==> config.mk <==
export PLATFORM = sky130hd
export DESIGN_NAME = fp_mul_pipe_flat
export DESIGN_NICKNAME = d
export VERILOG_FILES = /design/src/rtl/fp_mul_if.sv /design/src/rtl/fp_mul_pipe.sv /design/src/flat_wrapper.sv
export SDC_FILE = /design/constraint.sdc
export NUM_CORES = 2
export LEC_CHECK = 0
export ABC_CLOCK_PERIOD_IN_PS = 8600
export BUFFER_PORTS_ARGS = -buffer_cell sky130_fd_sc_hd__buf_2
export CAP_MARGIN = 10
export CORE_MARGIN = 1.5
export CORE_UTILIZATION = 30
export DETAILED_ROUTE_END_ITERATION = 8
export HOLD_SLACK_MARGIN = 0.08
export PLACE_DENSITY_LB_ADDON = 0.1
export SLEW_MARGIN = 0
export SYNTH_ARGS = -nofsm -noshare
export SYNTH_HDL_FRONTEND = slang
export SYNTH_SLANG_ARGS = --single-unit
==> constraint.sdc <==
create_clock -name clk -period 8.6 [get_ports clk]
set_input_delay 0 -clock clk [delete_from_list [all_inputs] [get_ports clk]]
set_output_delay 0 -clock clk [all_outputs]
set_load 0.1 [all_outputs]
==> src/rtl/fp_mul_if.sv <==
// Operand/result handshake bundle for fp_mul_pipe.
// valid/ready: a transfer happens on a clk edge where valid & ready are both 1; a producer holding valid keeps its payload stable until that edge.
interface fp_mul_if #(
    parameter int EXP_W = 8,
    parameter int MAN_W = 23
);
    localparam int W = 1 + EXP_W + MAN_W;

    logic         in_valid;
    logic         in_ready;
    logic [W-1:0] a;
    logic [W-1:0] b;
    logic         out_valid;
    logic         out_ready;
    logic [W-1:0] out;
    logic         ovf;
    logic         unf;

    modport master (
        output in_valid, a, b, out_ready,
        input  in_ready, out_valid, out, ovf, unf
    );

    modport slave (
        input  in_valid, a, b, out_ready,
        output in_ready, out_valid, out, ovf, unf
    );
endinterface

==> src/rtl/fp_mul_pipe.sv <==
// Three-stage floating-point multiplier: decode/classify, mantissa multiply, normalise/round/pack.
// One global advance enable stalls every stage together when the output is blocked.
module fp_mul_pipe #(
    parameter int EXP_W      = 8,
    parameter int MAN_W      = 23,
    parameter int ROUND_MODE = 1
) (
    input  logic      clk,
    input  logic      rst,
    fp_mul_if.slave   bus
);
    localparam int W    = 1 + EXP_W + MAN_W;
    localparam int EW   = EXP_W + 2;
    localparam int PW   = 2 * MAN_W + 2;
    localparam int BIAS = (1 << (EXP_W - 1)) - 1;
    localparam logic signed [EW-1:0] EMAX  = EW'((1 << EXP_W) - 1);
    localparam logic signed [EW-1:0] EZERO = '0;
    localparam logic [W-1:0] QNAN = {1'b0, {EXP_W{1'b1}}, 1'b1, {(MAN_W-1){1'b0}}};

    logic adv;

    // S1 registers
    logic                  s1_valid, s1_sign, s1_nan, s1_inf, s1_zero;
    logic signed [EW-1:0]  s1_e;
    logic [MAN_W:0]        s1_ma, s1_mb;
    // S2 registers
    logic                  s2_valid, s2_sign, s2_nan, s2_inf, s2_zero;
    logic signed [EW-1:0]  s2_e;
    logic [PW-1:0]         s2_p;
    // S3 registers
    logic                  s3_valid, s3_ovf, s3_unf;
    logic [W-1:0]          s3_out;

    logic [EXP_W-1:0] a_exp, b_exp;
    logic [MAN_W-1:0] a_man, b_man;
    logic a_zero, a_inf, a_nan, b_zero, b_inf, b_nan;

    assign adv          = ~s3_valid | bus.out_ready;
    assign bus.in_ready = adv;

    assign a_exp  = bus.a[MAN_W +: EXP_W];
    assign b_exp  = bus.b[MAN_W +: EXP_W];
    assign a_man  = bus.a[MAN_W-1:0];
    assign b_man  = bus.b[MAN_W-1:0];
    // Denormals have a zero exponent and are treated as zero.
    assign a_zero = (a_exp == '0);
    assign b_zero = (b_exp == '0);
    assign a_inf  = (&a_exp) & (a_man == '0);
    assign b_inf  = (&b_exp) & (b_man == '0);
    assign a_nan  = (&a_exp) & (|a_man);
    assign b_nan  = (&b_exp) & (|b_man);

    logic [MAN_W-1:0]     mant;
    logic                 guard, sticky, round_up;
    logic [MAN_W:0]       mant_r;
    logic signed [EW-1:0] e_n;
    logic [W-1:0]         res_out;
    logic                 res_ovf, res_unf;

    always_comb begin
        mant     = '0;
        guard    = 1'b0;
        sticky   = 1'b0;
        round_up = 1'b0;
        mant_r   = '0;
        e_n      = s2_e;
        res_out  = '0;
        res_ovf  = 1'b0;
        res_unf  = 1'b0;

        if (s2_p[PW-1]) begin
            mant   = s2_p[PW-2 -: MAN_W];
            guard  = s2_p[MAN_W];
            sticky = |s2_p[MAN_W-1:0];
            e_n    = s2_e + EW'(1);
        end else begin
            mant   = s2_p[PW-3 -: MAN_W];
            guard  = s2_p[MAN_W-1];
            sticky = |s2_p[MAN_W-2:0];
        end

        round_up = (ROUND_MODE == 1) & guard & (sticky | mant[0]);
        mant_r   = {1'b0, mant} + (MAN_W+1)'(round_up);
        // A carry out of the rounded mantissa lands exactly on the next power of two.
        if (mant_r[MAN_W]) begin
            e_n = e_n + EW'(1);
        end

        if (s2_nan) begin
            res_out = QNAN;
        end else if (s2_inf) begin
            res_out = {s2_sign, {EXP_W{1'b1}}, {MAN_W{1'b0}}};
        end else if (s2_zero) begin
            res_out = '0;
        end else if (e_n >= EMAX) begin
            res_out = {s2_sign, {EXP_W{1'b1}}, {MAN_W{1'b0}}};
            res_ovf = 1'b1;
        end else if (e_n <= EZERO) begin
            res_out = '0;
            res_unf = 1'b1;
        end else begin
            res_out = {s2_sign, e_n[EXP_W-1:0], mant_r[MAN_W-1:0]};
        end
    end

    always_ff @(posedge clk) begin
        if (rst) begin
            s1_valid <= 1'b0; s1_sign <= 1'b0; s1_nan <= 1'b0; s1_inf <= 1'b0; s1_zero <= 1'b0;
            s1_e     <= '0;   s1_ma   <= '0;   s1_mb  <= '0;
            s2_valid <= 1'b0; s2_sign <= 1'b0; s2_nan <= 1'b0; s2_inf <= 1'b0; s2_zero <= 1'b0;
            s2_e     <= '0;   s2_p    <= '0;
            s3_valid <= 1'b0; s3_out  <= '0;   s3_ovf <= 1'b0; s3_unf <= 1'b0;
        end else if (adv) begin
            s1_valid <= bus.in_valid;
            s1_sign  <= bus.a[W-1] ^ bus.b[W-1];
            s1_nan   <= a_nan | b_nan | (a_inf & b_zero) | (b_inf & a_zero);
            s1_inf   <= a_inf | b_inf;
            s1_zero  <= a_zero | b_zero;
            s1_e     <= EW'(a_exp) + EW'(b_exp) - EW'(BIAS);
            s1_ma    <= {1'b1, a_man};
            s1_mb    <= {1'b1, b_man};

            s2_valid <= s1_valid;
            s2_sign  <= s1_sign;
            s2_nan   <= s1_nan;
            s2_inf   <= s1_inf;
            s2_zero  <= s1_zero;
            s2_e     <= s1_e;
            s2_p     <= s1_ma * s1_mb;

            s3_valid <= s2_valid;
            // An emptying S3 also clears its payload and flags.
            s3_out   <= s2_valid ? res_out : '0;
            s3_ovf   <= s2_valid & res_ovf;
            s3_unf   <= s2_valid & res_unf;
        end
    end

    assign bus.out_valid = s3_valid;
    assign bus.out       = s3_out;
    assign bus.ovf       = s3_ovf;
    assign bus.unf       = s3_unf;
endmodule

==> src/flat_wrapper.sv <==
// flat-port wrapper written by rule: the top's interface ports become plain ports
module fp_mul_pipe_flat 
#(
    parameter int EXP_W      = 8,
    parameter int MAN_W      = 23,
    parameter int ROUND_MODE = 1
)
  (clk, rst, bus_in_valid, bus_a, bus_b, bus_out_ready, bus_in_ready, bus_out_valid, bus_out, bus_ovf, bus_unf);
  fp_mul_if #(.EXP_W(EXP_W), .MAN_W(MAN_W)) bus_i ();
  input  logic clk;
  input  logic rst;
  input wire logic [$bits(bus_i.in_valid)-1:0] bus_in_valid;
  input wire logic [$bits(bus_i.a)-1:0] bus_a;
  input wire logic [$bits(bus_i.b)-1:0] bus_b;
  input wire logic [$bits(bus_i.out_ready)-1:0] bus_out_ready;
  output wire logic [$bits(bus_i.in_ready)-1:0] bus_in_ready;
  output wire logic [$bits(bus_i.out_valid)-1:0] bus_out_valid;
  output wire logic [$bits(bus_i.out)-1:0] bus_out;
  output wire logic [$bits(bus_i.ovf)-1:0] bus_ovf;
  output wire logic [$bits(bus_i.unf)-1:0] bus_unf;
  assign bus_i.in_valid = bus_in_valid;
  assign bus_i.a = bus_a;
  assign bus_i.b = bus_b;
  assign bus_i.out_ready = bus_out_ready;
  assign bus_in_ready = bus_i.in_ready;
  assign bus_out_valid = bus_i.out_valid;
  assign bus_out = bus_i.out;
  assign bus_ovf = bus_i.ovf;
  assign bus_unf = bus_i.unf;
  fp_mul_pipe #(.EXP_W(EXP_W), .MAN_W(MAN_W), .ROUND_MODE(ROUND_MODE)) u_core (.clk(clk), .rst(rst), .bus(bus_i));
endmodule
# After elaboration in Yosys (flattened, before gate mapping)
# Index checks and enable logic that the tools add are counted.
# totals
ff_bits	161
input_bits	68
out_inout_bits	36
elab_cells	75
# classes
addsub	5
n_mul	1
magnitude_cmp	2
muxes	20
bitwise_logic	18
reduce_logical	10
# ops
cell	count
2-to-1 mux 32 bit	6
OR reduction 23 bit	3
multiplier 24 x 24 -> 48 bit	1
zero test 23 bit	2
adder 23 x 1 -> 24 bit	1
2-to-1 mux 23 bit	1
OR reduction 22 bit	1
adder 10 x 2 -> 10 bit, second input constant	2
2-to-1 mux 10 bit	2
zero test 8 bit	2
AND reduction 8 bit	2
2-to-1 mux 1 bit	11
greater-or-equal comparator 10 x 9 -> 1 bit, second input constant	1
<= comparator 10 x 1 -> 1 bit, second input constant	1
subtractor 10 x 7 -> 10 bit, second input constant	1
adder 8 x 8 -> 9 bit	1
AND 1 bit	9
OR 1 bit	7
NOT 1 bit	1
bitwise XOR 1 bit	1

# Longest topological paths before layout
# depth
ltp_word	13
depth_mapped	26
depth_no_buf	25

# Worst setup path after synthesis
# OpenSTA, ideal clock, no wires.
# synth_path
path_type	reg-to-reg
startpoint	register u_core.s1_mb[3]
endpoint	register u_core.s2_p[45]
setup_time_ns	0.125
arrival_ns	6.779
t_required_ns	8.475
slack_ns	1.695
path_stages_with_launch	26
path_buffers	2
synth_period_minus_slack_ns	6.905
path_cell_list	dfxtp_1 -> clkbuf_1 -> nand2_1 -> fa_1 -> inv_1 -> fa_1 -> inv_1 -> fa_1 -> fa_1 -> inv_1 -> fa_1 -> fa_1 -> inv_1 -> fa_1 -> inv_1 -> ha_1 -> clkbuf_1 -> a21oi_1 -> o21ai_0 -> or3_1 -> o311ai_1 -> o211ai_1 -> a31o_2 -> a41oi_1 -> xor2_1 -> o21ai_1
# synth_between
elab_chain_len	1
# synth_rtl
item	line	text
from (decl)	fp_mul_pipe.sv:25	logic [MAN_W:0] s1_ma, s1_mb;
from (signal assigned)	fp_mul_pipe.sv:121	s1_mb <= {1'b1, b_man};
multiplier 24 x 24 -> 48 bit	fp_mul_pipe.sv:129	s2_p <= s1_ma * s1_mb;
to (signal assigned)	fp_mul_pipe.sv:129	
to (decl)	fp_mul_pipe.sv:29	logic [PW-1:0] s2_p;
# Every way passes these cells.
# A chain may end at the register's enable or synchronous reset.

# Worst setup path after layout
# layout_path
startpoint	register u_core.s1_ma[9]
endpoint	register u_core.s2_p[42]
# layout_between
elab_chain_len	1
# layout_rtl
item	line	text
from (decl)	fp_mul_pipe.sv:25	
from (signal assigned)	fp_mul_pipe.sv:120	s1_ma <= {1'b1, a_man};
multiplier 24 x 24 -> 48 bit	fp_mul_pipe.sv:129	
# Every way passes these cells.

==> flow_summary.toml <==
[status]
status = "finished, final reports clean"

[timing]
fin_skew_ns = 0.0302
setup_violations = 0
period_needed_ns = 7.92
worst_pin_slew_ns = 1.07
fin_crit_sh_pct = 92.0
rsz0062_at_grt = "no"
fmax_ghz = 0.126
tns_ns = 0
hold_violations = 0
slew_headroom_pct = 28.8
slew_violations = 0

[logic_synthesis]
synthFlopType = "dfxtp_1"
synth_area_leaders = "fa_1 (37%), dfxtp_1 (12%), ha_1 (8.8%), inv_1 (7.7%), nand2_1 (7.5%)"
postSynthAreaPerCell_sq_um = 8.56
synth_edf_count = 0
yosysTopAreaCellShare_pct = 36.5
synth_cell_types = 73
synthCells = 3091
ys_warn_count = 0
ys_ff_latch = 160
ys_seq_area_share_pct = 12.1
synthArstFlopShare_pct = 0
synth_commonest_cells = "inv_1 (542), nand2_1 (527), fa_1 (483)"
yosysTopAreaCell = "fa_1"
synthesis.nets = 3828
synth.most_common_cell = "inv_1"
syn_area_sq_um = 26500

[critical_path]
endpoint_kind = "flip-flop"
critPathArrivalTime_ns = 8.32
cp_max_fo = 17
critPathRequiredTime_ns = 9.01
worst-setup-path-type = "reg2reg"
start_kind = "flip-flop"

[clock_tree]
cts-htree-levels = 4
clock-root-buffer = "clkbuf_16"
clkSinkCount = 160
numCtsBuffers = 17
cts_setup_buffers = 0
cts_tree = "done"
clk_pin_slew_ns = 0.10
insertion_delay_ns = 0.50
max-clock-path-buffers = 2

[global_route]
grt_max_degree = 79
antenna_found_initial = 7
grt_pass1_vias = 22700
track_usage_pct = 18.8
grt_pass1_wl_um = 131000
overflow = 0

[route]
ant_nets = 0
viasPerCell = 4.77
wl_per_cell_um = 18.7
first_pass_iters = 5
drtIter0Drc = 1017
num_vias = 20600
wl_um = 80800
drc_errors = 0

[final_layout]
layout.nets = 3891
syn_to_final_growth_pct = 10.8
diodes = 0
fill_cells = 9167
finish.utilization_pct = 33.7
final_layout_size_suffix_gt1_share_pct = 6.54

[min_path]
hold_class = "in2reg"

[floorplan]
dieArea_sq_um = 90000
rows = 108
start_util_pct = 30.4
core_area_sq_um = 87000
die_h_um = 300
ios = 104
die_w_um = 300

[run]
max_cap_viol_count = 0

[placed_design]
io_buffers = 103
globalplace.congestion = 0.825
hpwl_um = 66000

[power]
irDropWorstVdd_v = 0.000186
p_per_area_nw_per_um2 = 175
p_leak_nw = 13.7
-- power by group --
part | leakage, nW | internal (mW) | total, mW | switching [mW]
logic | 12.1 | 1.32 | 3.29 | 1.97
clock network | 0.277 | 0.419 | 0.796 | 0.377
registers | 1.32 | 0.850 | 1.04 | 0.186
total | 13.7 | 2.59 | 5.12 | 2.53
-- sequential cells by signal (all words and copies together), names as in the netlist --
name	cells
u_core.s2_p	48
u_core.bus.out	32
u_core.s1_ma	24
u_core.s1_mb	23
u_core.s1_e	10
u_core.s2_e	10
u_core.bus.out_valid	1
u_core.bus.ovf	1
u_core.bus.unf	1
u_core.s1_inf	1
u_core.s1_nan	1
u_core.s1_sign	1
u_core.s1_valid	1
u_core.s1_zero	1
u_core.s2_inf	1
u_core.s2_nan	1
u_core.s2_sign	1
u_core.s2_valid	1
u_core.s2_zero	1
-- layout by cell type, fill, tap and decap left out, drive strengths merged, types with 9 or more instances in the layout --
cell type,count
inv,549
nand2,527
fa,483
and2,317
ha,186
a21oi,171
dfxtp,160
buf,157
nor2,63
xnor2,61
dlygate4sd3,58
o21ai,56
nand3,29
nor4,26
a22o,23
a211oi,23
xor2,22
nor3,22
a21o,21
and3,19
nand4,19
clkbuf,19
mux2i,16
o21bai,15
nor2b,14
a311oi,11
nand2b,9
o211ai,9
-- worst max-delay path, stage by stage, from the launching register on --
cell and delay, ns:
dfxtp_1 0.91, buf_4 0.30, nand2_1 0.08, fa_1 0.52
inv_1 0.06, fa_1 0.48, fa_1 0.63, fa_1 0.45
fa_1 0.49, fa_1 0.50, inv_1 0.05, fa_1 0.55
inv_1 0.08, ha_1 0.38, a21oi_1 0.20, o21ai_0 0.17
a221o_1 0.32, a21oi_1 0.18, o21ai_0 0.09, a31oi_1 0.60
o21ai_0 0.38, xnor2_1 0.20, o21ai_0 0.16
-- path summary, 6_finish.rpt --
kind	from	end	slack [ns]	cells past startpoint
max	u_core.s1_ma[9]$_SDFFE_PP0P_	u_core.s2_p[42]$_SDFFE_PP0P_	0.68	22
min	rst	u_core.s1_ma[15]$_SDFFE_PP0P_	0.10	2
max reg2reg	u_core.s1_ma[9]$_SDFFE_PP0P_	u_core.s2_p[42]$_SDFFE_PP0P_	0.68	22
min reg2reg	u_core.s1_e[1]$_SDFFE_PP0P_	u_core.s1_e[1]$_SDFFE_PP0P_	0.45	2
-- logic make-up after synthesis --
| family | after synthesis | share of synthesized area (%) |
|---|---|---|
| AND/OR/NAND/NOR | 1065 | 19.7 |
| buffers and inverters | 714 | 10.3 |
| adder cells (fa/ha/maj) | 669 | 45.3 |
| AO/OA/AOI/OAI | 381 | 9.06 |
| flip-flops | 160 | 12.1 |
| XOR/XNOR | 83 | 2.78 |
| multiplexers | 19 | 0.733 |
-- routing by layer --
layer | share of wire [%] | up-vias | GRT usage (%)
li1 | - | 9667 | -
met1 | 50 | 10500 | 27.0
met2 | 45 | 377 | 30.5
met3 | 3.5 | 54 | 2.32
met4 | 1.2 | 6 | 3.70
met5 | 0.047 | - | 0
-- timing repair --
action	4_1_cts	5_1_grt
resized for setup	0	0
hold buffers	58	0
hold endpoints to repair	51	0
-- per-stage QoR --
step | setup WS (ns) | power, mW | cell area, sq um | std cells | hold slack, ns
floorplan | 1.70 | 3.28 | 26500 | 3091 | 0.140
CTS | 0.592 | 5.17 | 29300 | 4320 | 0.0857
finish | 0.685 | 5.12 | 29300 | 4321 | 0.103
global placement | 0.690 | 4.30 | 28200 | 4231 | 0.256
detailed placement | 0.588 | 4.28 | 28200 | 4231 | 0.257
global route | 0.164 | 5.64 | 29300 | 4321 | 0.134
-- cell type report --
cell class | instances | area, sq um | area share (%)
Tap cell | 1155 | 1450 | 4.93
Sequential cell | 160 | 3200 | 10.9
Multi-Input combinational cell | 2217 | 20500 | 70.1
Timing Repair Buffer | 215 | 1510 | 5.14
Inverter | 543 | 2040 | 6.96
Clock buffer | 19 | 453 | 1.54
Clock inverter | 12 | 124 | 0.422
(Power assumes the default switching activity.)
